===== src/rtl/mem_lsu_store_buffer_pkg.sv =====
// Shared definitions for the MEM-stage store buffer: access-size encodings,
// drain FSM state type, buffer entry layout and the byte-mask / replication /
// merge / load-extension helpers used by both the buffer and the load path.
// Ports: none (package).
package mem_lsu_store_buffer_pkg;

  // Access size encodings carried on req_size
  localparam logic [1:0] SZ_BYTE = 2'd0;
  localparam logic [1:0] SZ_HALF = 2'd1;
  localparam logic [1:0] SZ_WORD = 2'd2;
  localparam logic [1:0] SZ_ILL  = 2'd3;

  // Byte-lane masks (bit n enables bits 8n+7:8n, little-endian)
  localparam logic [3:0] MASK_BYTE0   = 4'b0001;
  localparam logic [3:0] MASK_HALF_LO = 4'b0011;
  localparam logic [3:0] MASK_HALF_HI = 4'b1100;
  localparam logic [3:0] MASK_FULL    = 4'b1111;

  typedef enum logic [1:0] {
    ST_IDLE = 2'd0,
    ST_RD   = 2'd1,
    ST_WR   = 2'd2
  } drain_state_t;

  typedef struct packed {
    logic [29:0] waddr;  // word address (byte address bits 31:2)
    logic [31:0] data;   // store data replicated into every lane of its size
    logic [3:0]  mask;   // lanes actually written
  } sb_entry_t;

  function automatic logic is_misaligned(input logic [1:0] size, input logic [1:0] off);
    logic mis;
    case (size)
      SZ_BYTE: mis = 1'b0;
      SZ_HALF: mis = off[0];
      SZ_WORD: mis = (off != 2'b00);
      default: mis = 1'b1;
    endcase
    return mis;
  endfunction

  function automatic logic [3:0] byte_mask(input logic [1:0] size, input logic [1:0] off);
    logic [3:0] m;
    case (size)
      SZ_BYTE: m = MASK_BYTE0 << off;
      SZ_HALF: m = off[1] ? MASK_HALF_HI : MASK_HALF_LO;
      default: m = MASK_FULL;
    endcase
    return m;
  endfunction

  // Replicating the data into every lane lets the drain merge purely by mask,
  // with no shifter on the write side.
  function automatic logic [31:0] replicate(input logic [1:0] size, input logic [31:0] wdata);
    logic [31:0] r;
    case (size)
      SZ_BYTE: r = {4{wdata[7:0]}};
      SZ_HALF: r = {2{wdata[15:0]}};
      default: r = wdata;
    endcase
    return r;
  endfunction

  function automatic logic [31:0] merge_bytes(input logic [31:0] old_w,
                                              input logic [31:0] new_w,
                                              input logic [3:0]  mask);
    logic [31:0] r;
    for (int b = 0; b < 4; b++) begin
      r[8*b +: 8] = mask[b] ? new_w[8*b +: 8] : old_w[8*b +: 8];
    end
    return r;
  endfunction

  function automatic logic [31:0] load_extend(input logic [1:0]  size,
                                              input logic        sgn,
                                              input logic [1:0]  off,
                                              input logic [31:0] word);
    logic [31:0] sh;
    logic [31:0] r;
    sh = word >> {off, 3'b000};
    case (size)
      SZ_BYTE: r = {{24{sgn & sh[7]}}, sh[7:0]};
      SZ_HALF: r = {{16{sgn & sh[15]}}, sh[15:0]};
      default: r = word;
    endcase
    return r;
  endfunction

endpackage


===== src/rtl/mem_lsu_store_buffer_fifo.sv =====
// sb_fifo: circular store-buffer storage with per-slot word-address compare.
// Latency: push/pop take effect at the next rising edge; head/compare are combinational.
// Backpressure: none internally; the owner must not push when full or pop when empty.
// Ports: clk, rst (sync, active-low); i_push/i_push_entry, i_pop; i_cmp_waddr;
//        o_head, o_count, o_empty, o_match (per slot), o_fwd_hit/o_fwd_data
//        (youngest matching entry is a full-word store, and its data).
module sb_fifo
  import mem_lsu_store_buffer_pkg::*;
#(
  parameter int unsigned DEPTH = 4
) (
  input  logic                     clk,
  input  logic                     rst,
  input  logic                     i_push,
  input  sb_entry_t                i_push_entry,
  input  logic                     i_pop,
  input  logic [29:0]              i_cmp_waddr,
  output sb_entry_t                o_head,
  output logic [$clog2(DEPTH):0]   o_count,
  output logic                     o_empty,
  output logic [DEPTH-1:0]         o_match,
  output logic                     o_fwd_hit,
  output logic [31:0]              o_fwd_data
);
  localparam int unsigned PW = $clog2(DEPTH);

  sb_entry_t        r_mem [DEPTH];
  logic [DEPTH-1:0] r_vld;
  logic [PW-1:0]    r_head;
  logic [PW-1:0]    r_tail;
  logic [PW:0]      r_count;
  logic [DEPTH-1:0] w_vld_nxt;
  logic [DEPTH-1:0] w_match;

  // Pop clears the head slot before push sets the tail; they never coincide
  // because a full buffer is never pushed.
  always_comb begin
    w_vld_nxt = r_vld;
    if (i_pop)  w_vld_nxt[r_head] = 1'b0;
    if (i_push) w_vld_nxt[r_tail] = 1'b1;
  end

  always_ff @(posedge clk) begin
    if (!rst) begin
      r_head  <= '0;
      r_tail  <= '0;
      r_count <= '0;
      r_vld   <= '0;
    end else begin
      r_vld <= w_vld_nxt;
      if (i_push) r_tail <= r_tail + 1'b1;
      if (i_pop)  r_head <= r_head + 1'b1;
      case ({i_push, i_pop})
        2'b10:   r_count <= r_count + 1'b1;
        2'b01:   r_count <= r_count - 1'b1;
        default: r_count <= r_count;
      endcase
    end
  end

  // Payload needs no reset: r_vld qualifies every slot.
  always_ff @(posedge clk) begin
    if (i_push) r_mem[r_tail] <= i_push_entry;
  end

  always_comb begin
    for (int i = 0; i < DEPTH; i++) begin
      w_match[i] = r_vld[i] && (r_mem[i].waddr == i_cmp_waddr);
    end
  end

  // Walk slots oldest-to-youngest from head so the last hit is the youngest.
  always_comb begin
    logic [PW-1:0] idx;
    idx        = '0;
    o_fwd_hit  = 1'b0;
    o_fwd_data = '0;
    for (int i = 0; i < DEPTH; i++) begin
      idx = r_head + PW'(i);
      if (w_match[idx]) begin
        o_fwd_hit  = (r_mem[idx].mask == MASK_FULL);
        o_fwd_data = r_mem[idx].data;
      end
    end
  end

  assign o_head  = r_mem[r_head];
  assign o_count = r_count;
  assign o_empty = (r_count == '0);
  assign o_match = w_match;

endmodule


===== src/rtl/mem_lsu_store_buffer.sv =====
// MEM-stage load/store unit with a posted store buffer draining to a single-port data memory.
// Latency: stores retire into the buffer in the accept cycle; load data is registered one cycle after accept.
// Backpressure: req_ready drops when the buffer is full (store) or a load hits a buffered word.
// Ports: clk, rst (sync, active-low); req_valid/req_we/req_size/req_signed/req_addr/req_wdata -> req_ready;
//        rdata/rdata_valid, misalign (pulse), sb_empty; dm_w/dm_addr/dm_wdata -> memory, dm_rdata <- memory.
// Build option: define STORE_FWD_EN to serve loads from the youngest matching full-word entry.
module mem_lsu_store_buffer
  import mem_lsu_store_buffer_pkg::*;
#(
  parameter int unsigned SB_DEPTH = 4
) (
  input  logic        clk,
  input  logic        rst,
  input  logic        req_valid,
  input  logic        req_we,
  input  logic [1:0]  req_size,
  input  logic        req_signed,
  input  logic [31:0] req_addr,
  input  logic [31:0] req_wdata,
  output logic        req_ready,
  output logic [31:0] rdata,
  output logic        rdata_valid,
  output logic        misalign,
  output logic        sb_empty,
  output logic        dm_w,
  output logic [31:0] dm_addr,
  output logic [31:0] dm_wdata,
  input  logic [31:0] dm_rdata
);
  localparam int unsigned CW = $clog2(SB_DEPTH) + 1;

`ifdef STORE_FWD_EN
  localparam bit FWD_ON = 1'b1;
`else
  localparam bit FWD_ON = 1'b0;
`endif

  drain_state_t     r_state;
  drain_state_t     w_state_nxt;
  logic [31:0]      r_wdata;
  logic [31:0]      r_rdata;
  logic             r_rdata_valid;
  logic             r_misalign;

  logic [1:0]       w_off;
  logic             w_mis;
  logic             w_is_ld;
  logic             w_is_st;
  logic             w_hit;
  logic             w_fwd;
  logic             w_ld_stall;
  logic             w_acc;
  logic             w_push;
  logic             w_ld_acc;
  logic             w_ld_own;
  logic             w_mis_acc;
  logic             w_full;
  logic             w_pop;
  logic             w_cap_full;
  logic             w_cap_rd;
  logic             w_dm_w;
  logic [31:0]      w_ld_word;

  sb_entry_t        w_push_entry;
  sb_entry_t        w_head;
  logic [CW-1:0]    w_count;
  logic             w_empty;
  logic [SB_DEPTH-1:0] w_match;
  logic             w_fwd_hit;
  logic [31:0]      w_fwd_data;

  // ---------------------------------------------------------------- request decode
  assign w_off   = req_addr[1:0];
  assign w_mis   = is_misaligned(req_size, w_off);
  assign w_is_ld = req_valid & ~req_we & ~w_mis;
  assign w_is_st = req_valid &  req_we & ~w_mis;
  assign w_hit   = |w_match;
  assign w_full  = (w_count == CW'(SB_DEPTH));

  // Forwarding only when the youngest matching entry covers the whole word;
  // anything narrower would need a merge with memory, so it stalls instead.
  assign w_fwd      = FWD_ON & w_is_ld & w_fwd_hit;
  assign w_ld_stall = w_is_ld & w_hit & ~w_fwd;

  always_comb begin
    req_ready = 1'b1;
    if (!rst) begin
      req_ready = 1'b0;
    end else if (req_valid && w_mis) begin
      req_ready = 1'b1;
    end else if (req_valid && req_we) begin
      req_ready = ~w_full;
    end else begin
      req_ready = ~w_ld_stall;
    end
  end

  assign w_acc     = req_valid & req_ready;
  assign w_push    = w_acc & w_is_st;
  assign w_ld_acc  = w_acc & w_is_ld;
  // A forwarded load never touches memory, so it leaves the port to the drain.
  assign w_ld_own  = w_ld_acc & ~w_fwd;
  assign w_mis_acc = w_acc & w_mis;

  assign w_push_entry = '{waddr: req_addr[31:2],
                          data:  replicate(req_size, req_wdata),
                          mask:  byte_mask(req_size, w_off)};

  sb_fifo #(
    .DEPTH (SB_DEPTH)
  ) u_fifo (
    .clk          (clk),
    .rst          (rst),
    .i_push       (w_push),
    .i_push_entry (w_push_entry),
    .i_pop        (w_pop),
    .i_cmp_waddr  (req_addr[31:2]),
    .o_head       (w_head),
    .o_count      (w_count),
    .o_empty      (w_empty),
    .o_match      (w_match),
    .o_fwd_hit    (w_fwd_hit),
    .o_fwd_data   (w_fwd_data)
  );

  // ---------------------------------------------------------------- drain FSM
  always_ff @(posedge clk) begin
    if (!rst) r_state <= ST_IDLE;
    else      r_state <= w_state_nxt;
  end

  always_comb begin
    w_state_nxt = r_state;
    w_pop       = 1'b0;
    w_cap_full  = 1'b0;
    w_cap_rd    = 1'b0;
    w_dm_w      = 1'b0;
    if (!w_ld_own) begin
      case (r_state)
        ST_IDLE: begin
          if (!w_empty) begin
            if (w_head.mask == MASK_FULL) begin
              w_state_nxt = ST_WR;
              w_cap_full  = 1'b1;
            end else begin
              w_state_nxt = ST_RD;
            end
          end
        end
        ST_RD: begin
          w_state_nxt = ST_WR;
          w_cap_rd    = 1'b1;
        end
        ST_WR: begin
          w_state_nxt = ST_IDLE;
          w_dm_w      = 1'b1;
          w_pop       = 1'b1;
        end
        default: w_state_nxt = ST_IDLE;
      endcase
    end
  end

  // ---------------------------------------------------------------- registered outputs
  assign w_ld_word = w_fwd ? w_fwd_data : dm_rdata;

  always_ff @(posedge clk) begin
    if (!rst) begin
      r_wdata       <= '0;
      r_rdata       <= '0;
      r_rdata_valid <= 1'b0;
      r_misalign    <= 1'b0;
    end else begin
      r_rdata_valid <= w_ld_acc;
      r_misalign    <= w_mis_acc;
      if (w_ld_acc) r_rdata <= load_extend(req_size, req_signed, w_off, w_ld_word);
      if (w_cap_full)    r_wdata <= w_head.data;
      else if (w_cap_rd) r_wdata <= merge_bytes(dm_rdata, w_head.data, w_head.mask);
    end
  end

  // ---------------------------------------------------------------- memory port
  assign dm_w        = w_dm_w & rst;
  assign dm_addr     = w_ld_own ? req_addr : {w_head.waddr, 2'b00};
  assign dm_wdata    = r_wdata;
  assign rdata       = r_rdata;
  assign rdata_valid = r_rdata_valid;
  assign misalign    = r_misalign;
  assign sb_empty    = w_empty & (r_state == ST_IDLE);

endmodule


===== config.mk =====
export PLATFORM = sky130hd
export DESIGN_NAME = mem_lsu_store_buffer
export DESIGN_NICKNAME = d
export VERILOG_FILES = /design/src/rtl/mem_lsu_store_buffer_pkg.sv /design/src/rtl/mem_lsu_store_buffer_fifo.sv /design/src/rtl/mem_lsu_store_buffer.sv
export SDC_FILE = /design/constraint.sdc
export NUM_CORES = 1
export LEC_CHECK = 0
export ABC_AREA = 1
export CELL_PAD_IN_SITES_DETAIL_PLACEMENT = 2
export CELL_PAD_IN_SITES_GLOBAL_PLACEMENT = 2
export CORE_UTILIZATION = 25
export CTS_CLUSTER_DIAMETER = 80
export DETAILED_ROUTE_END_ITERATION = 6
export GPL_ROUTABILITY_DRIVEN = 0
export PLACE_DENSITY = 0.58
export REMOVE_ABC_BUFFERS = 1
export SLEW_MARGIN = 20
export SYNTH_ARGS = -nofsm -noshare
export SYNTH_HDL_FRONTEND = slang
export SYNTH_SLANG_ARGS = --single-unit

===== constraint.sdc =====
create_clock -name clk -period 4.2 [get_ports clk]
set_input_delay 0.63 -clock clk [delete_from_list [all_inputs] [get_ports clk]]
set_output_delay 0.63 -clock clk [all_outputs]
set_load 0.1 [all_outputs]

# == Word-level counts from Yosys, hierarchy flattened ==
# Memory sizes are Yosys's and may differ from the RTL's. A register that Yosys moved wholly into a read port is not among the register bits.
# Cells that the tools add are included.
# Widths: inputs -> output; s select.
# word_totals
reg_bits,79
ramBits,264
in_bits,103
output_inout_bits,101
wordCells,107
n_memories,1
# memory_table
memory,depth,width,read_ports,rd_ports_with_merged_regs,write_ports,line,rtl
u_fifo.r_mem,4,66,5,1,1,mem_lsu_store_buffer_fifo.sv:27,sb_entry_t r_mem [DEPTH];
# classes
add_sub_neg,4
magnitude_cmp,4
eq_ne,13
n_shift,2
muxes,37
n_bitwise,21
reduce_logical,16
# op_table
operator,count
$pmux 32 s2,2
$eq 30x30->1,4
$mux 32,3
$mux 8,4
$shr 32x5->16,1
$mux 1,15
$and 1x1->1,13
$mux 4,3
$logic_and 1x1->1,8
$mux 2,4
$pmux 4 s2,1
$eq 2x1->1 const B,3
$eq 2x2->1 const B,3
$lt 2x3->1 const B,2
$pmux 3 s2,1
$reduce_bool 2->1,3
$not 1->1,5
$add 2x1->2 const B,2
$and 4x4->4,1
$demux 1 s2,2
$eq 4x4->1 const B,1
$ge 2x1->1 const B,2
$logic_not 2->1,2
$not 4->4,1
other kinds (11),11

# == Longest topological paths before layout ==
# Gate-level depths: netlist (run 1).
# logic_depth
ltp_word,15
depth_mapped,24
ltp_nobuf,23

# == By module ==
# Synthesis (run 1) repeated with hierarchy kept, for this count alone.
# hier_totals
hier_cells,2860
hier_area_um2,20861.3
# by_module_without_submodules
mod,n_inst,cells_each,area_per_inst_um2,seq_area_each_um2
sb_fifo,1,2074,16374.5,8187.9
mem_lsu_store_buffer,1,786,4486.8,1361.3

# == Worst setup path after synthesis (run 1) ==
# No wires, ideal clock.
# synth_path
kind,input port to output port
start,input port req_size[1]
end,output port dm_addr[2]
arrival_time_ns,4.369
required_ns,3.570
path_slack_ns,-0.799
stages,13
path_buffers,3
cell_sequence,buf_2 -> inv_2 -> a21oi_1 -> o22ai_2 -> nand2_1 -> nor2_1 -> nand2_1 -> nand2_2 -> nand2_2 -> nand2_4 -> buf_12 -> buf_4 -> o21ai_0
# synth_via
elab_chain_len,12
word_cells_on_any_way,15
cone_classes,eq/ne: 2; mux: 5; bitwise: 6; reduce/logical: 2
# synth_lines
item,line,rtl
start: declaration,mem_lsu_store_buffer.sv:16,"input logic [1:0] req_size,"
$eq 2x2->1 (tied with other cells),mem_lsu_store_buffer_pkg.sv:33,case (size)
$pmux 1 s3 (*),mem_lsu_store_buffer_pkg.sv:33,
$not 1->1,mem_lsu_store_buffer.sv:75,assign w_is_ld = req_valid & ~req_we & ~w_mis;
$and 1x1->1,mem_lsu_store_buffer.sv:75,
$and 1x1->1,mem_lsu_store_buffer.sv:83,assign w_ld_stall = w_is_ld & w_hit & ~w_fwd;
$not 1->1,mem_lsu_store_buffer.sv:94,req_ready = ~w_ld_stall;
$mux 1,mem_lsu_store_buffer.sv:91,end else if (req_valid && req_we) begin
$mux 1 (*),mem_lsu_store_buffer.sv:89,end else if (req_valid && w_mis) begin
$mux 1 (*),mem_lsu_store_buffer.sv:87,if (!rst) begin
named net req_ready,mem_lsu_store_buffer.sv:20,"output logic req_ready,"
$and 1x1->1 (*),mem_lsu_store_buffer.sv:98,assign w_acc = req_valid & req_ready;
$and 1x1->1 (*),mem_lsu_store_buffer.sv:100,assign w_ld_acc = w_acc & w_is_ld;
$mux 32 (*),mem_lsu_store_buffer.sv:184,"assign dm_addr = w_ld_own ? req_addr : {w_head.waddr, 2'b00};"
end: declaration,mem_lsu_store_buffer.sv:26,"output logic [31:0] dm_addr,"
# The timed path passes the listed nets; every way through them passes the cells marked *.

# == Worst setup path in the final report (run 1) ==
# layout_path
start,input port req_addr[17]
end,output port dm_addr[26]
# layout_via
elab_chain_len,11
word_cells_on_any_way,17
cone_classes,eq/ne: 4; mux: 4; bitwise: 4; reduce/logical: 5
# layout_lines
item,line,rtl
start: declaration,mem_lsu_store_buffer.sv:18,"input logic [31:0] req_addr,"
$eq 30x30->1,mem_lsu_store_buffer_fifo.sv:68,w_match[i] = r_vld[i] && (r_mem[i].waddr == i_cmp_waddr);
$logic_and 1x1->1,mem_lsu_store_buffer_fifo.sv:68,
$reduce_or 4->1 (*),mem_lsu_store_buffer.sv:77,assign w_hit = |w_match;
$and 1x1->1 (*),mem_lsu_store_buffer.sv:83,
$not 1->1 (*),mem_lsu_store_buffer.sv:94,
$mux 1 (*),mem_lsu_store_buffer.sv:91,
$mux 1 (*),mem_lsu_store_buffer.sv:89,
$mux 1 (*),mem_lsu_store_buffer.sv:87,
$and 1x1->1 (*),mem_lsu_store_buffer.sv:98,
$and 1x1->1 (*),mem_lsu_store_buffer.sv:100,
$mux 32 (*),mem_lsu_store_buffer.sv:184,
# Mark *: on every way between the ends. The rest lies on a longest branch, timed or not.

==> metrics.cfg, run 1 <==
[floorplanning]
num_rows = 94
io-pin-count = 204
initial_utilization_pct = 25.47
core_region_area_sq_um = 66220
fp.dieArea_sq_um = 68490
chipHeight_um = 261.7
die_width_um = 261.7

[hold_path]
timing.hold.worst.start = req_addr[16]
hp-class = in -> reg

[power_and_ir_drop]
cellInternalPower_mw = 6.966
power_switching_share_pct = 36.75
power_switching_mw = 4.047
power_leakage_nw = 8.809
finalPower_mw = 11.01
vdd.ir_drop.worst_mv = 0.2707
p_clk_share_pct = 34.8
comb_power_share_pct = 30.2
share_seq_of_total_power_pct = 35.1
power-per-cell-area_nw_per_um2 = 498.1

[setup_path]
critPathCapture = dm_addr[26]
critPathCaptureType = primary output
timing_worst_setup_path_type = in -> out
highest_cell_delay_on_the_worst_timing_path_ns = 0.48
critPathLaunch = req_addr[17]
worstPathArrival_ns = 3.43
worstPathRequired_ns = 3.57
ff2ff_setup_slack_ns = 0.98
startpoint_of_the_worst_register_to_register_path = u_fifo.r_mem[0][55]
critPathLaunchType = input pin
worstRegToRegCells = 23
timing.critical_path.cells = clkdlybuf4s50_1, inv_1, o21ai_0, buf_4, nor2_1, nand2_1, nor2_1, nand2_1, nor2_1, nor2_1, nand2_1, nand2_1, nand2_2, nand2_2, nand2_8, clkbuf_16, o21ai_0, buf_12
crit-reg2reg-capture = u_fifo.o_count[2]
critical_path.slowest_cell = sky130_fd_sc_hd__clkdlybuf4s50_1
worst-path-max-fanout = 20

[logic_synthesis]
post_synth_inst_count = 1914
syn-mean-instance-area_sq_um = 8.810
yosysWarningCount = 0
postSynthRegisterBits = 345
synth_seq_area_share_pct = 56.63
netlist_area_sq_um = 16860
yosysUniqueCellTypes = 35

[sta]
clock_skews_ns = 0.02590
timing.final.crit_period_ns = 4.064
maxSlewViolCount = 0
finalSetupViolations = 0
maxSlewHeadroom_pct = 22.69
max_freq_ghz = 0.2460
timing.hold.ws_ns = 0.4318
layout_setup_ws_ns = 0.1356
worstMarginPinSlew_ns = 1.156
period_share_pct = 96.77
timing.final.hold_violations = 0
setup_repair_after_global_routing_missed_its_margin = yes

[grt]
first_global_vias = 16070
grt_overflow = 0
grt_first_pass_wirelength_mm = 103.1
grt_antenna_before_repair = 1
global_route.usage.total_pct = 20.35
grt_start_max_net_pins = 66

[detailed_routing]
drt-initial-drc-count = 758
drt_first_pass_iters = 5
total_number_of_vias = 14650
drcViolationCount = 0
detail_route.wirelength_mm = 70.15
routed_wire_length_per_instance_um = 22.96
average_vias_per_placed_instance = 4.794
postRouteAntennaNets = 0

[place]
port-buffer-count = 203
dpl.hpwl_mm = 50.54
post-place-ws_ns = -0.2528

[clock_network]
cts_bufs_inserted = 45
clock-sinks = 345
cts_tree = yes
worstSkewPairLatency_ns = 0.59
clk_root_buffer_cell = sky130_fd_sc_hd__clkbuf_16
clk_transition_reported_paths_ns = 0.06
cts-htree-levels = 2
cts_hold_buffers = 0
clock_tree.buffer_depth = 3

[layout]
nets = 2268
drive_gt1_share_pct = 12.51
layout-area-overhead-vs-synth_pct = 31.11
antenna-diode-count = 0

[run_status]
run_status = completed

[flow_run]
cap_violations = 0

## worst min path at each step
stage | end | depth (start not counted)
after floorplan | u_fifo.r_vld[0] | 2
after global placement | dm_wdata[8] | 2
after detailed placement | dm_wdata[12] | 2
after CTS | rdata[13] | 3
after global routing | u_fifo.r_mem[1][50] | 1
final | u_fifo.r_mem[1][50] | 1
## per-stage QoR
| stage | instances | util, % | TNS (ns) | area, sq um |
|---|---|---|---|---|
| 3_3_place_gp | 2971 | 31.10 | -3.835 | 20590 |
| 3_5_place_dp | 2971 | 31.10 | -4.947 | 20590 |
| 5_1_grt | 3055 | 33.39 | -0.6420 | 22110 |
| 4_1_cts | 3054 | 33.28 | -0.001050 | 22040 |
| 6_report | 3055 | 33.39 | 0 | 22110 |
| 2_1_floorplan | 1821 | - | -121.61 | 16390 |
## power by group through the flow
stage | Clock (mW) | Combinational [mW] | Sequential [mW]
6_report | 3.83 | 3.32 | 3.86
3_3_place_gp | 0 | 3.31 | 3.93
3_5_place_dp | 0 | 3.35 | 3.93
2_1_floorplan | 0 | 1.58 | 4.37
5_1_grt | 4.08 | 3.53 | 3.87
4_1_cts | 3.96 | 3.37 | 3.86
## worst max-delay path: cells and delay by family
| family | cells | cell delay, ns |
|---|---|---|
| AO/OA/AOI/OAI | 2 | 0.57 |
| buffers and inverters | 5 | 1.23 |
| AND/OR/NAND/NOR | 11 | 0.98 |
## flip-flops by register name, indices dropped and copies added, names as in the netlist, named ones only
signal	count
dm_wdata	32
misalign	1
r_state	2
rdata	32
rdata_valid	1
u_fifo.o_count	3
u_fifo.r_head	2
u_fifo.r_mem	264
u_fifo.r_tail	2
u_fifo.r_vld	4
## timing repair
action / CTS / global route
buffers inserted: 0 / 0
hold endpoints to repair: 0 / 0
resized for setup: 12 / 27
cloned: 0 / 1
endpoints found under the setup margin: 31 / 30
## cells by family after synthesis
family,synth area share [%]
fa+ha+maj,0.7865
compound gates,16.99
xor+xnor,0.4675
simple gates,18.20
flops,56.63
buf+inv,6.923
## synth_stat cells
| cell type | instances | area (sq um) |
|---|---|---|
| sky130_fd_sc_hd__nand2_4 | 1 | 11.26 |
| sky130_fd_sc_hd__buf_1 | 7 | 26.28 |
| sky130_fd_sc_hd__o22ai_2 | 1 | 12.51 |
| sky130_fd_sc_hd__buf_12 | 3 | 60.06 |
| sky130_fd_sc_hd__nor4_4 | 1 | 21.27 |
| sky130_fd_sc_hd__xor2_1 | 1 | 8.760 |
| sky130_fd_sc_hd__fa_1 | 1 | 20.02 |
| sky130_fd_sc_hd__nand2_1 | 542 | 2034 |
| sky130_fd_sc_hd__o22ai_1 | 2 | 12.51 |
| sky130_fd_sc_hd__o31ai_1 | 7 | 52.55 |
| sky130_fd_sc_hd__edfxtp_1 | 264 | 7928 |
| sky130_fd_sc_hd__clkbuf_1 | 54 | 202.7 |
| sky130_fd_sc_hd__a41oi_1 | 1 | 8.760 |
| sky130_fd_sc_hd__nand3_1 | 52 | 260.3 |
| sky130_fd_sc_hd__inv_2 | 22 | 82.58 |
| sky130_fd_sc_hd__nor2_1 | 181 | 679.4 |
| sky130_fd_sc_hd__a32o_1 | 1 | 10.01 |
| sky130_fd_sc_hd__buf_2 | 21 | 105.1 |
| sky130_fd_sc_hd__nand4_1 | 2 | 12.51 |
| sky130_fd_sc_hd__buf_8 | 1 | 15.01 |
| sky130_fd_sc_hd__dfxtp_1 | 81 | 1622 |
| sky130_fd_sc_hd__nor2_2 | 1 | 6.260 |
| sky130_fd_sc_hd__inv_1 | 163 | 611.8 |
| sky130_fd_sc_hd__o21ai_0 | 190 | 950.9 |
| sky130_fd_sc_hd__xnor2_1 | 8 | 70.07 |
| sky130_fd_sc_hd__nand2_2 | 7 | 43.79 |
| sky130_fd_sc_hd__a21oi_1 | 184 | 920.9 |
| sky130_fd_sc_hd__a221oi_1 | 32 | 280.3 |
| sky130_fd_sc_hd__o21ai_1 | 5 | 25.02 |
| sky130_fd_sc_hd__o211ai_2 | 20 | 250.2 |
| sky130_fd_sc_hd__o211ai_1 | 21 | 157.7 |
| sky130_fd_sc_hd__buf_6 | 3 | 33.78 |
| sky130_fd_sc_hd__buf_4 | 4 | 30.03 |
| sky130_fd_sc_hd__a21oi_2 | 21 | 183.9 |
| sky130_fd_sc_hd__ha_1 | 9 | 112.6 |
## layout by cell type, fill, tap and decap left out, types with 9 or more instances in the layout
master / netlist / routed
sky130_fd_sc_hd__nand2_1: 542 / 541
sky130_fd_sc_hd__edfxtp_1: 264 / 264
sky130_fd_sc_hd__a21oi_1: 184 / 184
sky130_fd_sc_hd__nor2_1: 181 / 177
sky130_fd_sc_hd__o21ai_0: 190 / 172
sky130_fd_sc_hd__clkdlybuf4s50_1: 0 / 158
sky130_fd_sc_hd__inv_1: 163 / 157
sky130_fd_sc_hd__dfxtp_1: 81 / 79
sky130_fd_sc_hd__buf_4: 4 / 73
sky130_fd_sc_hd__nand3_1: 52 / 52
sky130_fd_sc_hd__clkbuf_16: 0 / 46
sky130_fd_sc_hd__buf_12: 3 / 44
sky130_fd_sc_hd__a221oi_1: 32 / 32
sky130_fd_sc_hd__inv_2: 22 / 27
sky130_fd_sc_hd__o211ai_1: 21 / 21
sky130_fd_sc_hd__a21oi_2: 21 / 21
sky130_fd_sc_hd__o211ai_2: 20 / 20
sky130_fd_sc_hd__o21ai_1: 5 / 18
sky130_fd_sc_hd__clkinv_1: 0 / 11
sky130_fd_sc_hd__ha_1: 9 / 9
sky130_fd_sc_hd__clkbuf_1: 54 / 9
## routing by layer
layer  routed length, um  up-vias  part of all wire, %  track usage, %
met5                   0        -                    0               0
met4                1425        0                  2.0           5.103
met3                2253       90                  3.2           2.614
met2               34880      236                   50           35.48
met1               31590     7359                   45           26.50
li1                    -     6961                    -               -
## area by class of cell
type,count,area [sq um]
flip-flops and latches,345,9554
inverters,185,695.7
well taps,864,1081
fillers,7371,44110
multi-input cells,1291,6186
clock inverters,28,262.8
repair buffers,287,3154
clock buffers,55,1174
Note: power is estimated with default switching activity, not from simulation.
==> run 2: changes to the inputs <==
--- a/config.mk
+++ b/config.mk
@@ -12,6 +12,7 @@
 export CTS_CLUSTER_DIAMETER = 80
 export DETAILED_ROUTE_END_ITERATION = 6
 export GPL_ROUTABILITY_DRIVEN = 0
+export HOLD_SLACK_MARGIN = 0.12
 export PLACE_DENSITY = 0.58
 export REMOVE_ABC_BUFFERS = 1
 export SLEW_MARGIN = 20
==> results of run 2 <==
No change in the layout: final DEF, timing and power equal those of run 1.
==> run 3: changes to the inputs <==
--- a/config.mk
+++ b/config.mk
@@ -8,14 +8,13 @@
 export ABC_AREA = 1
 export CELL_PAD_IN_SITES_DETAIL_PLACEMENT = 2
 export CELL_PAD_IN_SITES_GLOBAL_PLACEMENT = 2
-export CORE_UTILIZATION = 25
+export CORE_UTILIZATION = 34
 export CTS_CLUSTER_DIAMETER = 80
 export DETAILED_ROUTE_END_ITERATION = 6
 export GPL_ROUTABILITY_DRIVEN = 0
 export HOLD_SLACK_MARGIN = 0.12
-export PLACE_DENSITY = 0.58
+export PLACE_DENSITY = 0.76
 export REMOVE_ABC_BUFFERS = 1
-export SLEW_MARGIN = 20
 export SYNTH_ARGS = -nofsm -noshare
 export SYNTH_HDL_FRONTEND = slang
 export SYNTH_SLANG_ARGS = --single-unit
==> metrics.cfg, run 3 (synthesized netlist as in run 1, its figures left out) <==
[hold_path]
hp-class = reg -> reg

[sta]
finalSetupViolations = 0  ; unchanged
max_freq_ghz = 0.2433  ; -1.1%
timing.final.hold_violations = 0  ; unchanged
maxSlewViolCount = 0  ; unchanged
period_share_pct = 97.84  ; +1.1 points
worstMarginPinSlew_ns = 1.095  ; -0.06080 ns
clock_skews_ns = 0.02634  ; +0.0004481 ns
timing.hold.ws_ns = 0.4748  ; +0.04301 ns
maxSlewHeadroom_pct = 26.76  ; +4.1 points
timing.final.crit_period_ns = 4.109  ; +0.04504 ns

[setup_path]
timing_worst_setup_path_type = in -> out
worst-path-max-fanout = 60  ; +200%
buffers_inverters_on_critical_path = 4  ; -1
highest_cell_delay_on_the_worst_timing_path_ns = 0.55  ; +0.07 ns
critPathLaunchType = input pin
critPathCaptureType = primary output
worstPathArrival_ns = 3.48  ; +0.05 ns
critical_path.top_delay_family = simple AND/OR/NAND/NOR gates
timing.critical_path.cells = clkdlybuf4s50_1, inv_2, nand2_1, nand2_1, nor2_2, nand2_1, nor2_1, nand2_1, nor2_1, nor2_1, nand2_1, nand2_1, nand2_2, nand2_4, nand2_8, buf_16, nor2_1, buf_12
worstPathRequired_ns = 3.57  ; about the same
ff2ff_setup_slack_ns = 0.67  ; -0.31 ns
critical_path.slowest_cell = sky130_fd_sc_hd__clkdlybuf4s50_1
crit_top_cell = sky130_fd_sc_hd__nand2_1

[power_and_ir_drop]
power-per-cell-area_nw_per_um2 = 506.5  ; +1.7%
vdd.ir_drop.worst_mv = 0.2463  ; -9.0%
power_leakage_nw = 8.786  ; -0.26%

[clock_network]
worstSkewPairLatency_ns = 0.56  ; -0.03 ns
clock-sinks = 345  ; unchanged
clock_tree.buffer_depth = 3  ; unchanged
cts-htree-levels = 2  ; unchanged
clk_root_buffer_cell = sky130_fd_sc_hd__clkbuf_16
cts_hold_buffers = 0  ; unchanged
clk_transition_reported_paths_ns = 0.06  ; about the same
cts_tree = yes
cts_bufs_inserted = 42  ; -6.7%

[detailed_routing]
average_vias_per_placed_instance = 5.349  ; +12%
drt_first_pass_iters = 5  ; unchanged
detail_route.wirelength_mm = 69.49  ; -0.94%
postRouteAntennaNets = 0  ; unchanged
routed_wire_length_per_instance_um = 24.42  ; +6.3%
drt-initial-drc-count = 952  ; +26%
total_number_of_vias = 15220  ; +3.9%
drcViolationCount = 0  ; unchanged

[floorplanning]
initial_utilization_pct = 34.45  ; +9.0 points
chipHeight_um = 224.7  ; -14%
io-pin-count = 204  ; unchanged
die_width_um = 224.7  ; -14%
core_region_area_sq_um = 48950  ; -26%
fp.dieArea_sq_um = 50490  ; -26%
num_rows = 81  ; -14%

[grt]
first_global_vias = 16630  ; +3.5%
grt_antenna_before_repair = 3  ; +2
grt_overflow = 0  ; unchanged
grt_first_pass_wirelength_mm = 103.0  ; -0.11%
global_route.usage.total_pct = 27.30  ; +6.9 points
grt_start_max_net_pins = 67  ; +1.5%

[layout]
fillCellCount = 5288  ; -28%
layout-area-overhead-vs-synth_pct = 29.87
nets = 2260  ; -0.35%
multi_input_area_sq_um = 6215  ; +0.47%
layout.area.seq_sq_um = 9554  ; unchanged
largest_reg_flops = 264  ; unchanged
largest-register = u_fifo.r_mem
layout_cells_excl_fill = 2846  ; -6.8%
drive_gt1_share_pct = 12.33  ; -0.17 points
layout_commonest_cell = sky130_fd_sc_hd__nand2_1
mostFrequentLayoutCells = 542 x sky130_fd_sc_hd__nand2_1, 264 x sky130_fd_sc_hd__edfxtp_1, 184 x sky130_fd_sc_hd__a21oi_1

[place]
numPlacedInstances = 2762  ; -7.0%
dpl.hpwl_mm = 47.58  ; -5.9%
port-buffer-count = 203  ; unchanged

[run_status]
run_status = completed

[flow_run]
cap_violations = 0  ; unchanged

-- run 3: path summary, 6_finish.rpt --
path	cells past startpoint	end	startpoint
setup / recovery	18	dm_addr[0]	req_addr[24]
setup reg to reg	23	u_fifo.o_count[2]	u_fifo.r_mem[3][56]
hold reg to reg	2	dm_wdata[10]	dm_wdata[10]
hold / removal	2	dm_wdata[10]	dm_wdata[10]
-- run 3: worst min-delay path: stages, from the launching register on --
cell	delay, ns
sky130_fd_sc_hd__dfxtp_1	0.31
sky130_fd_sc_hd__nand2_1	0.06
sky130_fd_sc_hd__a21oi_1	0.06
-- run 3: stage by stage --
stage	power (mW)	TNS, ns	util, %	cell area [sq um]	setup slack (ns)
floorplan	5.943	-121.61	-	16390	-2.256
global placement	7.157	-0.1903	41.39	20260	-0.08880
detailed placement	7.246	-2.598	41.39	20260	-0.2062
CTS	11.18	0	44.51	21790	0.007997
global route	11.43	-0.1340	44.74	21900	-0.02499
finish	11.09	0	44.74	21900	0.09052
-- run 3: final cells by class --
cell class	count	share of cell area (%)
multi-input combinational	1292	28.38
inverter	185	3.177
sequential	345	43.63
clock inverter	23	1.297
tap	664	3.794
timing repair buffer	281	14.31
antenna	1	0.01143
clock buffer	55	5.405
-- run 3: power breakdown --
group / internal [mW] / switching, mW / total, mW
Clock: 2.41 / 1.49 / 3.90
Sequential: 3.78 / 0.108 / 3.88
Combinational: 0.964 / 2.34 / 3.31
Total: 7.15 / 3.94 / 11.1
-- run 3: layer usage --
| layer | GRT usage, % | wire, um |
|---|---|---|
| met1 | 34.36 | 29100 |
| met3 | 3.488 | 2876 |
| met2 | 48.10 | 35260 |
| met5 | 0 | 13 |
| met4 | 9.304 | 2234 |
-- run 3: repair_timing --
| action | in CTS | in global routing |
|---|---|---|
| cloned | 1 | 2 |
| endpoints found under the setup margin | 31 | 31 |
| buffers inserted | 0 | 2 |
| pin swaps | 0 | 1 |
| resized for setup | 20 | 17 |
